`src/rtl/wb_stage_pkg.sv`:
```
// rtl/wb_stage_pkg.sv - shared constants, bus field offsets and TLB FSM encoding for wb_stage
//
// Purpose : bus width, bus field positions, exception vectors and the
//           TLB-op state encoding shared by wb_stage and wb_tlb_ctrl.
// Ports   : none (package).
package wb_stage_pkg;

  localparam int MS_TO_WS_BUS_WD = 158;

  localparam logic [31:0] EX_VEC     = 32'hBFC0_0380;
  localparam logic [31:0] REFILL_VEC = 32'hBFC0_0200;

  // Single-bit fields: bit position
  localparam int BUS_TLB_REFILL  = 157;
  localparam int BUS_TLBWI_OP    = 156;
  localparam int BUS_TLBR_OP     = 155;
  localparam int BUS_EX          = 154;
  localparam int BUS_BD          = 148;
  localparam int BUS_ERET_OP     = 115;
  localparam int BUS_MTC0_OP     = 114;
  localparam int BUS_RES_FROM_C0 = 73;

  // Multi-bit fields: LSB position
  localparam int BUS_EXCCODE_LSB  = 149;  // 5 bits
  localparam int BUS_BADVADDR_LSB = 116;  // 32 bits
  localparam int BUS_CP0_ADDR_LSB = 106;  // 8 bits
  localparam int BUS_CP0_WDATA_LSB = 74;  // 32 bits
  localparam int BUS_RF_WE_LSB    = 69;   // 4 bits
  localparam int BUS_DEST_LSB     = 64;   // 5 bits
  localparam int BUS_RESULT_LSB   = 32;   // 32 bits
  localparam int BUS_PC_LSB       = 0;    // 32 bits

  typedef enum logic {
    TIDLE = 1'b0,
    TWAIT = 1'b1
  } tlb_state_t;

endpackage

```
`src/rtl/wb_tlb_ctrl.sv`:
```
// rtl/wb_tlb_ctrl.sv - TLBWI/TLBR handshake FSM and ready_go term for the write-back stage
//
// Purpose : issues a one-cycle TLB request for a valid, exception-free
//           tlbwi/tlbr and holds the stage until tlb_done arrives.
// Ports   : clk, reset        - clock, synchronous active-high reset
//           ws_valid          - stage holds a valid instruction
//           tlbwi_op, tlbr_op - decoded TLB op of the held instruction
//           ex                - held instruction carries an exception
//           tlb_done          - TLB unit finished the operation
//           tlbwi_req/tlbr_req- request pulses to the TLB unit
//           ready_go          - held instruction may commit this cycle
module wb_tlb_ctrl
  import wb_stage_pkg::*;
(
  input  logic clk,
  input  logic reset,
  input  logic ws_valid,
  input  logic tlbwi_op,
  input  logic tlbr_op,
  input  logic ex,
  input  logic tlb_done,
  output logic tlbwi_req,
  output logic tlbr_req,
  output logic ready_go
);

  tlb_state_t state, state_nxt;
  logic       tlb_op;

  // Requests stay quiet while reset is held, even before the first reset
  // edge has cleared ws_valid.
  assign tlb_op = ws_valid && !reset && (tlbwi_op || tlbr_op) && !ex;

  always_ff @(posedge clk) begin
    if (reset) state <= TIDLE;
    else       state <= state_nxt;
  end

  always_comb begin
    state_nxt = state;
    tlbwi_req = 1'b0;
    tlbr_req  = 1'b0;
    ready_go  = 1'b1;
    unique case (state)
      TIDLE: begin
        // tlb_done is meaningless here and is deliberately not looked at.
        if (tlb_op) begin
          tlbwi_req = tlbwi_op;
          tlbr_req  = tlbr_op && !tlbwi_op;
          ready_go  = 1'b0;
          state_nxt = TWAIT;
        end
      end
      TWAIT: begin
        if (tlb_op) begin
          ready_go = tlb_done;
          if (tlb_done) state_nxt = TIDLE;
        end else begin
          // Instruction vanished (cannot happen outside reset); recover.
          state_nxt = TIDLE;
        end
      end
      default: state_nxt = TIDLE;
    endcase
  end

endmodule

```
`src/rtl/wb_stage.sv`:
```
// rtl/wb_stage.sv - pipeline write-back stage: register-file write, CP0 commit and flush generation
//
// Purpose : captures the memory-stage bus, commits the instruction to the
//           register file / CP0, and raises a one-cycle flush with its
//           refetch address on exceptions, ERET and TLB ops.
// Ports   : clk, reset                  - clock, synchronous active-high reset
//           ms_to_ws_valid/_bus, ws_allowin - upstream handshake and bus
//           ws_cancel, cancel_pc        - flush pulse and refetch target
//           ws_valid, ws_dest           - stage occupancy, hazard destination
//           rf_we/rf_waddr/rf_wdata     - register-file write port
//           cp0_*                       - CP0 commit/write interface
//           tlbwi_req/tlbr_req/tlb_done - TLB unit handshake
//           debug_wb_*                  - commit trace
module wb_stage #(
  parameter int          MS_TO_WS_BUS_WD = wb_stage_pkg::MS_TO_WS_BUS_WD,
  parameter logic [31:0] EX_VEC          = wb_stage_pkg::EX_VEC,
  parameter logic [31:0] REFILL_VEC      = wb_stage_pkg::REFILL_VEC
) (
  input  logic                       clk,
  input  logic                       reset,
  input  logic                       ms_to_ws_valid,
  input  logic [MS_TO_WS_BUS_WD-1:0] ms_to_ws_bus,
  output logic                       ws_allowin,
  output logic                       ws_cancel,
  output logic [31:0]                cancel_pc,
  output logic                       ws_valid,
  output logic [4:0]                 ws_dest,
  output logic [3:0]                 rf_we,
  output logic [4:0]                 rf_waddr,
  output logic [31:0]                rf_wdata,
  output logic                       cp0_ex,
  output logic [4:0]                 cp0_exccode,
  output logic                       cp0_bd,
  output logic [31:0]                cp0_badvaddr,
  output logic [31:0]                cp0_pc,
  output logic                       cp0_refill,
  output logic                       cp0_eret,
  output logic                       cp0_we,
  output logic [7:0]                 cp0_addr,
  output logic [31:0]                cp0_wdata,
  input  logic [31:0]                cp0_rdata,
  input  logic [31:0]                cp0_epc,
  output logic                       tlbwi_req,
  output logic                       tlbr_req,
  input  logic                       tlb_done,
  output logic [31:0]                debug_wb_pc,
  output logic [3:0]                 debug_wb_rf_wen,
  output logic [4:0]                 debug_wb_rf_wnum,
  output logic [31:0]                debug_wb_rf_wdata
);

  import wb_stage_pkg::*;

  logic [MS_TO_WS_BUS_WD-1:0] bus_r;
  logic                       ws_ready_go;
  logic                       commit;

  logic        tlb_refill, tlbwi_op, tlbr_op, ex, eret_op, mtc0_op, res_from_cp0;
  logic [3:0]  bus_rf_we;
  logic [4:0]  dest;
  logic [31:0] final_result, pc;

  assign tlb_refill   = bus_r[BUS_TLB_REFILL];
  assign tlbwi_op     = bus_r[BUS_TLBWI_OP];
  assign tlbr_op      = bus_r[BUS_TLBR_OP];
  assign ex           = bus_r[BUS_EX];
  assign cp0_exccode  = bus_r[BUS_EXCCODE_LSB +: 5];
  assign cp0_bd       = bus_r[BUS_BD];
  assign cp0_badvaddr = bus_r[BUS_BADVADDR_LSB +: 32];
  assign eret_op      = bus_r[BUS_ERET_OP];
  assign mtc0_op      = bus_r[BUS_MTC0_OP];
  assign cp0_addr     = bus_r[BUS_CP0_ADDR_LSB +: 8];
  assign cp0_wdata    = bus_r[BUS_CP0_WDATA_LSB +: 32];
  assign res_from_cp0 = bus_r[BUS_RES_FROM_C0];
  assign bus_rf_we    = bus_r[BUS_RF_WE_LSB +: 4];
  assign dest         = bus_r[BUS_DEST_LSB +: 5];
  assign final_result = bus_r[BUS_RESULT_LSB +: 32];
  assign pc           = bus_r[BUS_PC_LSB +: 32];

  wb_tlb_ctrl u_tlb_ctrl (
    .clk       (clk),
    .reset     (reset),
    .ws_valid  (ws_valid),
    .tlbwi_op  (tlbwi_op),
    .tlbr_op   (tlbr_op),
    .ex        (ex),
    .tlb_done  (tlb_done),
    .tlbwi_req (tlbwi_req),
    .tlbr_req  (tlbr_req),
    .ready_go  (ws_ready_go)
  );

  assign ws_allowin = !ws_valid || ws_ready_go;

  // Strobes are held off while reset is asserted so nothing leaks out
  // before the first reset edge clears ws_valid.
  assign commit    = ws_valid && ws_ready_go && !reset;
  assign ws_cancel = commit && (ex || eret_op || tlbwi_op || tlbr_op);

  always_comb begin
    cancel_pc = pc + 32'd4;
    if (ex)           cancel_pc = tlb_refill ? REFILL_VEC : EX_VEC;
    else if (eret_op) cancel_pc = cp0_epc;
  end

  always_ff @(posedge clk) begin
    if (reset)          ws_valid <= 1'b0;
    else if (ws_cancel) ws_valid <= 1'b0;  // also drops a coincident arrival
    else if (ws_allowin) ws_valid <= ms_to_ws_valid;
  end

  // Data register needs no reset: every consumer is qualified by ws_valid.
  always_ff @(posedge clk) begin
    if (ms_to_ws_valid && ws_allowin) bus_r <= ms_to_ws_bus;
  end

  assign rf_we    = (commit && !ex) ? bus_rf_we : 4'b0000;
  assign rf_waddr = dest;
  assign rf_wdata = res_from_cp0 ? cp0_rdata : final_result;
  assign ws_dest  = (ws_valid && |bus_rf_we) ? dest : 5'd0;

  assign cp0_ex     = commit && ex;
  assign cp0_eret   = commit && eret_op && !ex;
  assign cp0_we     = commit && mtc0_op && !ex;
  assign cp0_pc     = pc;
  assign cp0_refill = tlb_refill;

  assign debug_wb_pc       = pc;
  assign debug_wb_rf_wen   = rf_we;
  assign debug_wb_rf_wnum  = rf_waddr;
  assign debug_wb_rf_wdata = rf_wdata;

endmodule

```
`config.mk`:
```
export PLATFORM = sky130hd
export DESIGN_NAME = wb_stage
export DESIGN_NICKNAME = d
export VERILOG_FILES = /design/src/rtl/wb_stage_pkg.sv /design/src/rtl/wb_tlb_ctrl.sv /design/src/rtl/wb_stage.sv
export SDC_FILE = /design/constraint.sdc
export NUM_CORES = 1
export LEC_CHECK = 0
export ABC_AREA = 1
export CAP_MARGIN = 25
export CORE_AREA = 2 2 191 193
export CTS_BUF_LIST = sky130_fd_sc_hd__clkbuf_4
export DETAILED_ROUTE_END_ITERATION = 10
export DIE_AREA = 0 0 193 195
export PLACE_DENSITY = 0.64
export SYNTH_ARGS = -nofsm -noshare
export SYNTH_HDL_FRONTEND = slang
export SYNTH_SLANG_ARGS = --single-unit
```
`constraint.sdc`:
```
create_clock -name clk -period 13.9 [get_ports clk]
set_clock_uncertainty 0.05 [all_clocks]
set_input_delay 1.39 -clock clk [delete_from_list [all_inputs] [get_ports clk]]
set_output_delay 1.39 -clock clk [all_outputs]
set_load 0.02 [all_outputs]
```
==> results of run 1 <==
-- metrics by stage --
step	hold slack, ps	setup slack [ps]	util, %	cells	instance area, um2
finish	470	9090	35.6	1537	12600
global route	474	8980	35.6	1537	12600
CTS	462	9100	35.5	1535	12600
global placement	438	9240	34.7	1503	12300
detailed placement	442	9100	34.7	1503	12300
floorplan	398	5030	-	741	8170
-- layout make-up --
cell class	instances	area, um2	share of cell area [%]
Clock buffer	18	135	1.07
Inverter	48	180	1.43
Timing Repair Buffer	500	4990	39.7
Multi-Input combinational cell	334	1740	13.9
Tap cell	461	577	4.58
Sequential cell	160	4780	38.0
Antenna cell	2	5.00	0.0398
Clock inverter	14	170	1.35
-- worst max-delay path, delay by kind of cell --
family          cells  cell delay, ps
buf+inv             3            1110
simple gates        4             580
compound gates      1             280
-- synthesized netlist by cell type (4+ instances only) --
| library cell | number |
|---|---|
| a21oi_1 | 12 |
| buf_4 | 187 |
| clkbuf_1 | 5 |
| edfxtp_1 | 158 |
| inv_1 | 45 |
| mux2_2 | 31 |
| nand2_1 | 127 |
| nand3_1 | 19 |
| nand3b_1 | 8 |
| nand4_1 | 5 |
| nor2_1 | 83 |
| nor2_4 | 4 |
| o21ai_0 | 19 |
| xor2_1 | 5 |
-- state kept, by name, summed over array words and instances, names as in the netlist --
signal            cells
u_tlb_ctrl.state      1
bus_r               158
ws_valid              1
-- cells by family after synthesis --
| family | share of synthesized area, % |
|---|---|
| AOI/OAI and AO/OA | 2.39 |
| xor gates and xnor gates | 0.857 |
| adders and majority gates | 0.153 |
| buffers and inverters | 20.2 |
| DFF | 58.5 |
| muxes | 4.41 |
| and+or+nand+nor | 13.4 |
-- worst max path at each step --
stage,start,endpoint,cells after the start
2_1_floorplan,reset,bus_r[0],4
3_3_place_gp,reset,rf_we[0],8
3_5_place_dp,reset,debug_wb_rf_wen[3],8
4_1_cts,bus_r[154],cancel_pc[8],7
5_1_grt,reset,debug_wb_rf_wen[2],8
6_report,reset,debug_wb_rf_wen[3],8
-- where the power goes --
group / switching [W] / internal [W] / total, W
clock: 0.000188 / 0.000115 / 0.000303
sequential: 0.0000208 / 0.000563 / 0.000584
combinational: 0.000136 / 0.000152 / 0.000288
-- metal layers --
metal | wire length [um] | track usage (%) | vias to the layer above
met5 | 21 | 0 | -
met4 | 769 | 5.92 | 4
met3 | 2820 | 6.09 | 37
met2 | 14500 | 26.2 | 304
met1 | 10500 | 15.9 | 2881
li1 | - | - | 2918
==> results.cfg, run 1 <==
[status]
status = finished clean

[drt]
drc_errors = 0
drt_iter0_drc = 258
viasPerCell = 4.00
vias = 6144
wl_per_cell_um = 18.6
ant_nets = 0
first_pass_iters = 5
wl_um = 28600

[pwr]
powerDensity_mw_per_mm2 = 93.4
p_total_w = 0.00118
ir_drop_uv = 66.0
p_leak_nw = 4.62

[place]
portBuffers = 495
gp_congestion = 0.854
dpl.hpwl_um = 22800

[timing]
fin_crit_sh_pct = 34.6
max_freq_ghz = 0.208
drv_slew = 0
worstMarginPinSlew_ps = 952
grt_setup_unrepaired = no
hold_viol_final = 0
slew_headroom_pct = 35.7
fin_tns_setup_ps = 0
setup_violations = 0
fin_crit_ps = 4810

[cts]
ctsHoldBuffers = 0
cts_resized = 0
clk_pin_slew_ps = 140
htree_levels = 4
clk_latency_ps = 580
numCtsBuffers = 17
cts_tree = done
cts_setup_buffers = 0
cts_root_buf = clkbuf_4
cts_sinks = 160
cts_buffer_depth = 2

[finish]
fin_nets = 1288
final_common_cell = clkdlybuf4s50_1
final_layout_size_suffix_gt1_share_pct = 7.91
area_growth_pct = 54.0
layout_common_cells = clkdlybuf4s50_1 (495), edfxtp_1 (158), nand2_1 (127), nor2_1 (82), inv_1 (45)
n_fill_cell = 3542

[yosys]
synth_area_leaders = edfxtp_1 (58%), buf_4 (17%), nand2_1 (5.8%), mux2_2 (4.3%), nor2_1 (3.8%)
yosysTopAreaCell = edfxtp_1
synth-seq-cells = 160
ys_seq_area_share_pct = 58.5
ys_types = 31
async_flop_share_pct = 0
yosysTopAreaCellShare_pct = 58.1
synth.cell_area_mm2 = 0.00817
synth-main-ff-cell = edfxtp_1
syn_area_per_cell_um2 = 11.0
synth_enable_flop_cells = 158
synthesis.nets = 968
syn_inst = 741
ys_warn_count = 0

[min_path]
min_path_cells = 1
hp-class = flip-flop to flip-flop
hold_end = u_tlb_ctrl.state
min_from = u_tlb_ctrl.state

[setup_path]
r2r_slack_ps = 10580
path_cells = clkdlybuf4s50_1 -> nor2_2 -> nand3_1 -> a21oi_2 -> inv_2 -> nand3_1 -> nor2_1 -> clkdlybuf4s50_1
start_kind = input pin
worstReg2RegEnd = bus_r[97]
crit_path_max_fanout = 6
worstRegToRegCells = 6
critPathMaxStageDelay_ps = 550
cp_slowest_cell = clkdlybuf4s50_1
cp.arrival_ps = 3370
critPathKind = input pin to primary output
worstPathRequired_ps = 12460
end_kind = primary output
r2r_start = bus_r[154]

[grt]
grt_max_degree = 75
grt_pass1_wl_um = 40300
antenna_found_initial = 4
first_global_vias = 6304
track_usage_pct = 15.0
grt_overflow = 0

[floorplan]
die_h_um = 195
start_util_pct = 23.1
num_rows = 69
core_mm2 = 0.0354
ios = 496
dieArea_mm2 = 0.0376
die_w_um = 193

[flow_run]
drv_cap = 0
Note: power is estimated with default switching activity, not from simulation.
==> run 2, diff against run 1 <==
- CORE_AREA: 2 2 191 193 -> 2 2 192 194
- DIE_AREA: 0 0 193 195 -> 0 0 194 196
- clock period: 13.9 -> 4.5 ns (I/O delays scaled with it)
==> results.cfg, run 2 (same netlist as run 1, synthesis figures left out) <==
[status]
status = finished clean

[drt]
viasPerCell = 4.00
vias = 6174
drc_errors = 0
ant_nets = 0
wl_per_cell_um = 18.2
drt_iter0_drc = 275
first_pass_iters = 4
wl_um = 28200

[floorplan]
num_rows = 70
dieArea_mm2 = 0.0380
die_h_um = 196
start_util_pct = 22.6
ios = 496
core_mm2 = 0.0361
die_w_um = 194

[setup_path]
worstRegToRegCells = 6
end_kind = primary output
crit_path_max_fanout = 37
worstPathRequired_ps = 4000
start_kind = flip-flop
r2r_slack_ps = 1980
cp.arrival_ps = 3240
critPathKind = flip-flop to primary output

[timing]
max_freq_ghz = 0.267
slew_headroom_pct = 30.9
fin_crit_sh_pct = 83.2
setup_violations = 0
grt_setup_unrepaired = no
fin_tns_setup_ps = 0
fin_crit_ps = 3740
fin_ws_ps = 758
worstMarginPinSlew_ps = 1040
drv_slew = 0
hold_viol_final = 0
hold_ws_ps = 335

[finish]
multi_input_area_mm2 = 0.00174
top_regs = bus_r: 158 flops, u_tlb_ctrl.state: 1 flops, ws_valid: 1 flops
largest_reg_flops = 158
fin_nets = 1288
final_layout_size_suffix_gt1_share_pct = 8.01
top_register = bus_r
n_fill_cell = 3660
layout_common_cells = clkdlybuf4s50_1 (495), edfxtp_1 (158), nand2_1 (127), nor2_1 (82), inv_1 (45)
area_growth_pct = 54.2
final_common_cell = clkdlybuf4s50_1
ff_latch_area_mm2 = 0.00478

[pwr]
p_leak_nw = 4.63
p_switching_w = 0.00106
pwr-share-comb_pct = 24.6
swShare_pct = 29.2
powerDensity_mw_per_mm2 = 289
internal_power_w = 0.00258
seq_power_share_pct = 49.5
ir_drop_uv = 199
pwr-share-clk_pct = 25.9

[place]
dpl.hpwl_um = 22200
gp_congestion = 0.835
place_ws_ps = 1350
portBuffers = 495

[cts]
numCtsBuffers = 17
cts_tree = done
cts_buffer_depth = 2
clk_latency_ps = 570
cts_sinks = 160
ctsHoldBuffers = 0
cts_root_buf = clkbuf_4
cts_setup_buffers = 0
clk_pin_slew_ps = 170
htree_levels = 4
cts_resized = 0

[grt]
antenna_found_initial = 4
first_global_vias = 6287
grt_pass1_wl_um = 39900
track_usage_pct = 14.4
grt_max_degree = 157
grt_overflow = 0

[min_path]
min_path_cells = 1
hp-class = input pin to flip-flop

[flow_run]
drv_cap = 0
run 2: cell types whose count changed in the layout (fill, tap and decap cells not counted):
cell and change:
inv_8 -4, inv_6 +3, buf_4 -2, clkbuf_4 +2
buf_12 +1, clkbuf_2 +1, clkinv_1 -1, clkinv_4 +1
clkinvlp_4 -1, diode_2 +1
run 2: area by class of cell:
type                       instances  area share (%)
antenna                            3          0.0596
clock buffer                      20            1.19
clock inverter                    12            1.18
inverter                          48            1.43
multi-input combinational        334            13.8
sequential                       160            38.0
tap                              468            4.65
timing repair buffer             500            39.7
run 2: worst paths after layout:
| check | startpoint | endpoint |
|---|---|---|
| hold reg to reg | u_tlb_ctrl.state | u_tlb_ctrl.state |
| hold / removal | ms_to_ws_bus[3] | bus_r[3] |
| setup reg to reg | bus_r[154] | bus_r[8] |
| setup / recovery | bus_r[115] | cancel_pc[8] |
run 2: per-layer routing:
layer | GRT usage, % | vias to the layer above | wire length (um)
met4 | 5.61 | 2 | 521
met2 | 25.8 | 300 | 14800
met5 | 0 | - | 11
met3 | 6.15 | 31 | 2530
li1 | - | 2924 | -
met1 | 14.8 | 2917 | 10300
run 2: critical path: stages, from the launching register on:
cell             delay, ps
edfxtp_1               380
buf_4                  230
inv_2                  510
nand2_1                520
nand2_1                160
o21ai_0                100
o21ai_0                 90
clkdlybuf4s50_1        670
run 2: metrics by stage:
stage / instances / area (um2) / power (W) / utilization, %
2_1_floorplan: 741 / 8180 / 0.00229 / -
3_3_place_gp: 1509 / 12300 / 0.00273 / 34.1
3_5_place_dp: 1509 / 12300 / 0.00274 / 34.1
4_1_cts: 1541 / 12600 / 0.00371 / 34.9
5_1_grt: 1545 / 12600 / 0.00380 / 34.9
6_report: 1545 / 12600 / 0.00364 / 34.9
run 2: power by group through the flow:
stage                     registers, W  logic, W  clock network [W]
after global routing           0.00181  0.000942            0.00105
after global placement         0.00183  0.000897                  0
after CTS                      0.00180  0.000905           0.000999
final                          0.00180  0.000894           0.000942
after detailed placement       0.00184  0.000899                  0
after floorplan                0.00181  0.000482                  0
==> run 3, diff against run 2 <==
- clock period: 4.5 -> 3.9 ns (I/O delays scaled with it)
==> results.cfg, run 3 (same netlist as run 1, synthesis figures left out) <==
[status]
status = finished clean

[min_path]
hp-class = input pin to flip-flop
min_path_cells = 1
min_from = ms_to_ws_bus[24]
hold_end = bus_r[24]

[pwr]
powerDensity_mw_per_mm2 = 331
seq_power_share_pct = 49.8
pwr-share-comb_pct = 24.9
internal_power_w = 0.00294
pwr-share-clk_pct = 25.4
ir_drop_uv = 249
p_leak_nw = 4.63
p_switching_w = 0.00123
swShare_pct = 29.5

[timing]
max_freq_ghz = 0.284
drv_slew = 0
worstMarginPinSlew_ps = 958
setup_violations = 0
grt_setup_unrepaired = no
fin_tns_setup_ps = 0
hold_viol_final = 0
slew_headroom_pct = 35.3
fin_crit_sh_pct = 90.2
fin_crit_ps = 3520

[floorplan]
dieArea_mm2 = 0.0380
die_w_um = 194
start_util_pct = 22.6
ios = 496
die_h_um = 196
num_rows = 70
core_mm2 = 0.0361

[finish]
top_regs = bus_r: 158 flops, u_tlb_ctrl.state: 1 flops, ws_valid: 1 flops
post-route-util_pct = 35.0
layout_common_cells = clkdlybuf4s50_1 (495), edfxtp_1 (158), nand2_1 (127), nor2_1 (82), inv_1 (45)
area_growth_pct = 54.4
fin_nets = 1290
top_register = bus_r
final_layout_size_suffix_gt1_share_pct = 8.00
largest_reg_flops = 158
final_common_cell = clkdlybuf4s50_1

[drt]
ant_nets = 0
viasPerCell = 4.01
vias = 6197
wl_per_cell_um = 18.5
first_pass_iters = 4
drc_errors = 0
wl_um = 28600
drt_iter0_drc = 251

[grt]
grt_use_met2_pct = 25.9
use_met3_pct = 6.36
grt.busiest_layer = met2
grt_max_degree = 89
grt_overflow = 0
use_met1_pct = 14.9
first_global_vias = 6390
grt_pass1_wl_um = 40600
track_usage_pct = 14.6
antenna_found_initial = 5

[cts]
clk_latency_ps = 600
cts_setup_buffers = 0
cts_root_buf = clkbuf_4
ctsHoldBuffers = 0
htree_levels = 4
cts_sinks = 160
numCtsBuffers = 17
cts_buffer_depth = 2
clk_pin_slew_ps = 170
cts_resized = 0
cts_tree = done

[setup_path]
start_kind = flip-flop
crit_path_max_fanout = 37
worstRegToRegCells = 6
worstReg2RegEnd = bus_r[120]
worstPathRequired_ps = 3460
end_kind = primary output
r2r_start = bus_r[154]
r2r_slack_ps = 1620
critPathKind = flip-flop to primary output
path_cells = buf_4 -> inv_2 -> buf_4 -> nand2_1 -> nand2_1 -> o21ai_0 -> o21ai_0 -> clkdlybuf4s50_1
critPathMaxStageDelay_ps = 690
cp_slowest_cell = clkdlybuf4s50_1
cp.arrival_ps = 3080

[place]
gp_congestion = 0.824
portBuffers = 495
dpl.hpwl_um = 22800

[flow_run]
drv_cap = 0
run 3: cell types whose count changed in the layout (fill, tap and decap cells not counted), sizes merged:
cell      before  now
clkinv         3    4
clkinvlp       1    3
clkbuf        21   17
inv           54   53
buf            4    7
run 3: per-layer routing:
metal  share of wire [%]  vias up
li1                    -     2916
met1                  35     2887
met2                  52      344
met3                 9.9       46
met4                 3.0        4
met5               0.091        -
run 3: final cells by class:
class / instances / area [um2]
Clock buffer: 17 / 128
Clock inverter: 14 / 155
Antenna cell: 3 / 7.51
Timing Repair Buffer: 502 / 5030
Inverter: 48 / 180
Sequential cell: 160 / 4780
Fill cell: 3601 / 23500
Multi-Input combinational cell: 334 / 1740
Tap cell: 468 / 586
run 3: power by group through the flow:
stage          logic [W]  registers (W)  clock network, W
6_report         0.00104        0.00208           0.00106
5_1_grt          0.00110        0.00209           0.00118
4_1_cts          0.00105        0.00208           0.00112
3_5_place_dp     0.00105        0.00212                 0
3_3_place_gp     0.00104        0.00211                 0
2_1_floorplan   0.000556        0.00209                 0
run 3: metrics by stage:
stage / hold slack [ps] / power, W / setup slack, ps / cell area (um2) / std cells
finish: 263 / 0.00417 / 382 / 12600 / 1546
global route: 179 / 0.00436 / 141 / 12600 / 1545
CTS: 177 / 0.00425 / 264 / 12600 / 1543
detailed placement: 439 / 0.00316 / 1030 / 12300 / 1512
global placement: 438 / 0.00315 / 1030 / 12300 / 1512
floorplan: 417 / 0.00265 / 421 / 8180 / 741
run 3: worst max-delay path by stage:
stage                     from  cells past startpoint  slack (ps)           end
CTS                 bus_r[115]                      8         260  cancel_pc[8]
finish              bus_r[115]                      8         380  cancel_pc[8]
global placement    bus_r[115]                      8        1030  cancel_pc[8]
global route        bus_r[115]                      8         140  cancel_pc[8]
detailed placement  bus_r[115]                      8        1030  cancel_pc[8]
floorplan           bus_r[156]                      5         420      bus_r[0]
run 3: critical path, delay by kind of cell, from the launching register on:
family | cells | cell delay, ps
compound gates | 2 | 190
flops | 1 | 390
buf+inv | 4 | 1310
simple gates | 2 | 560
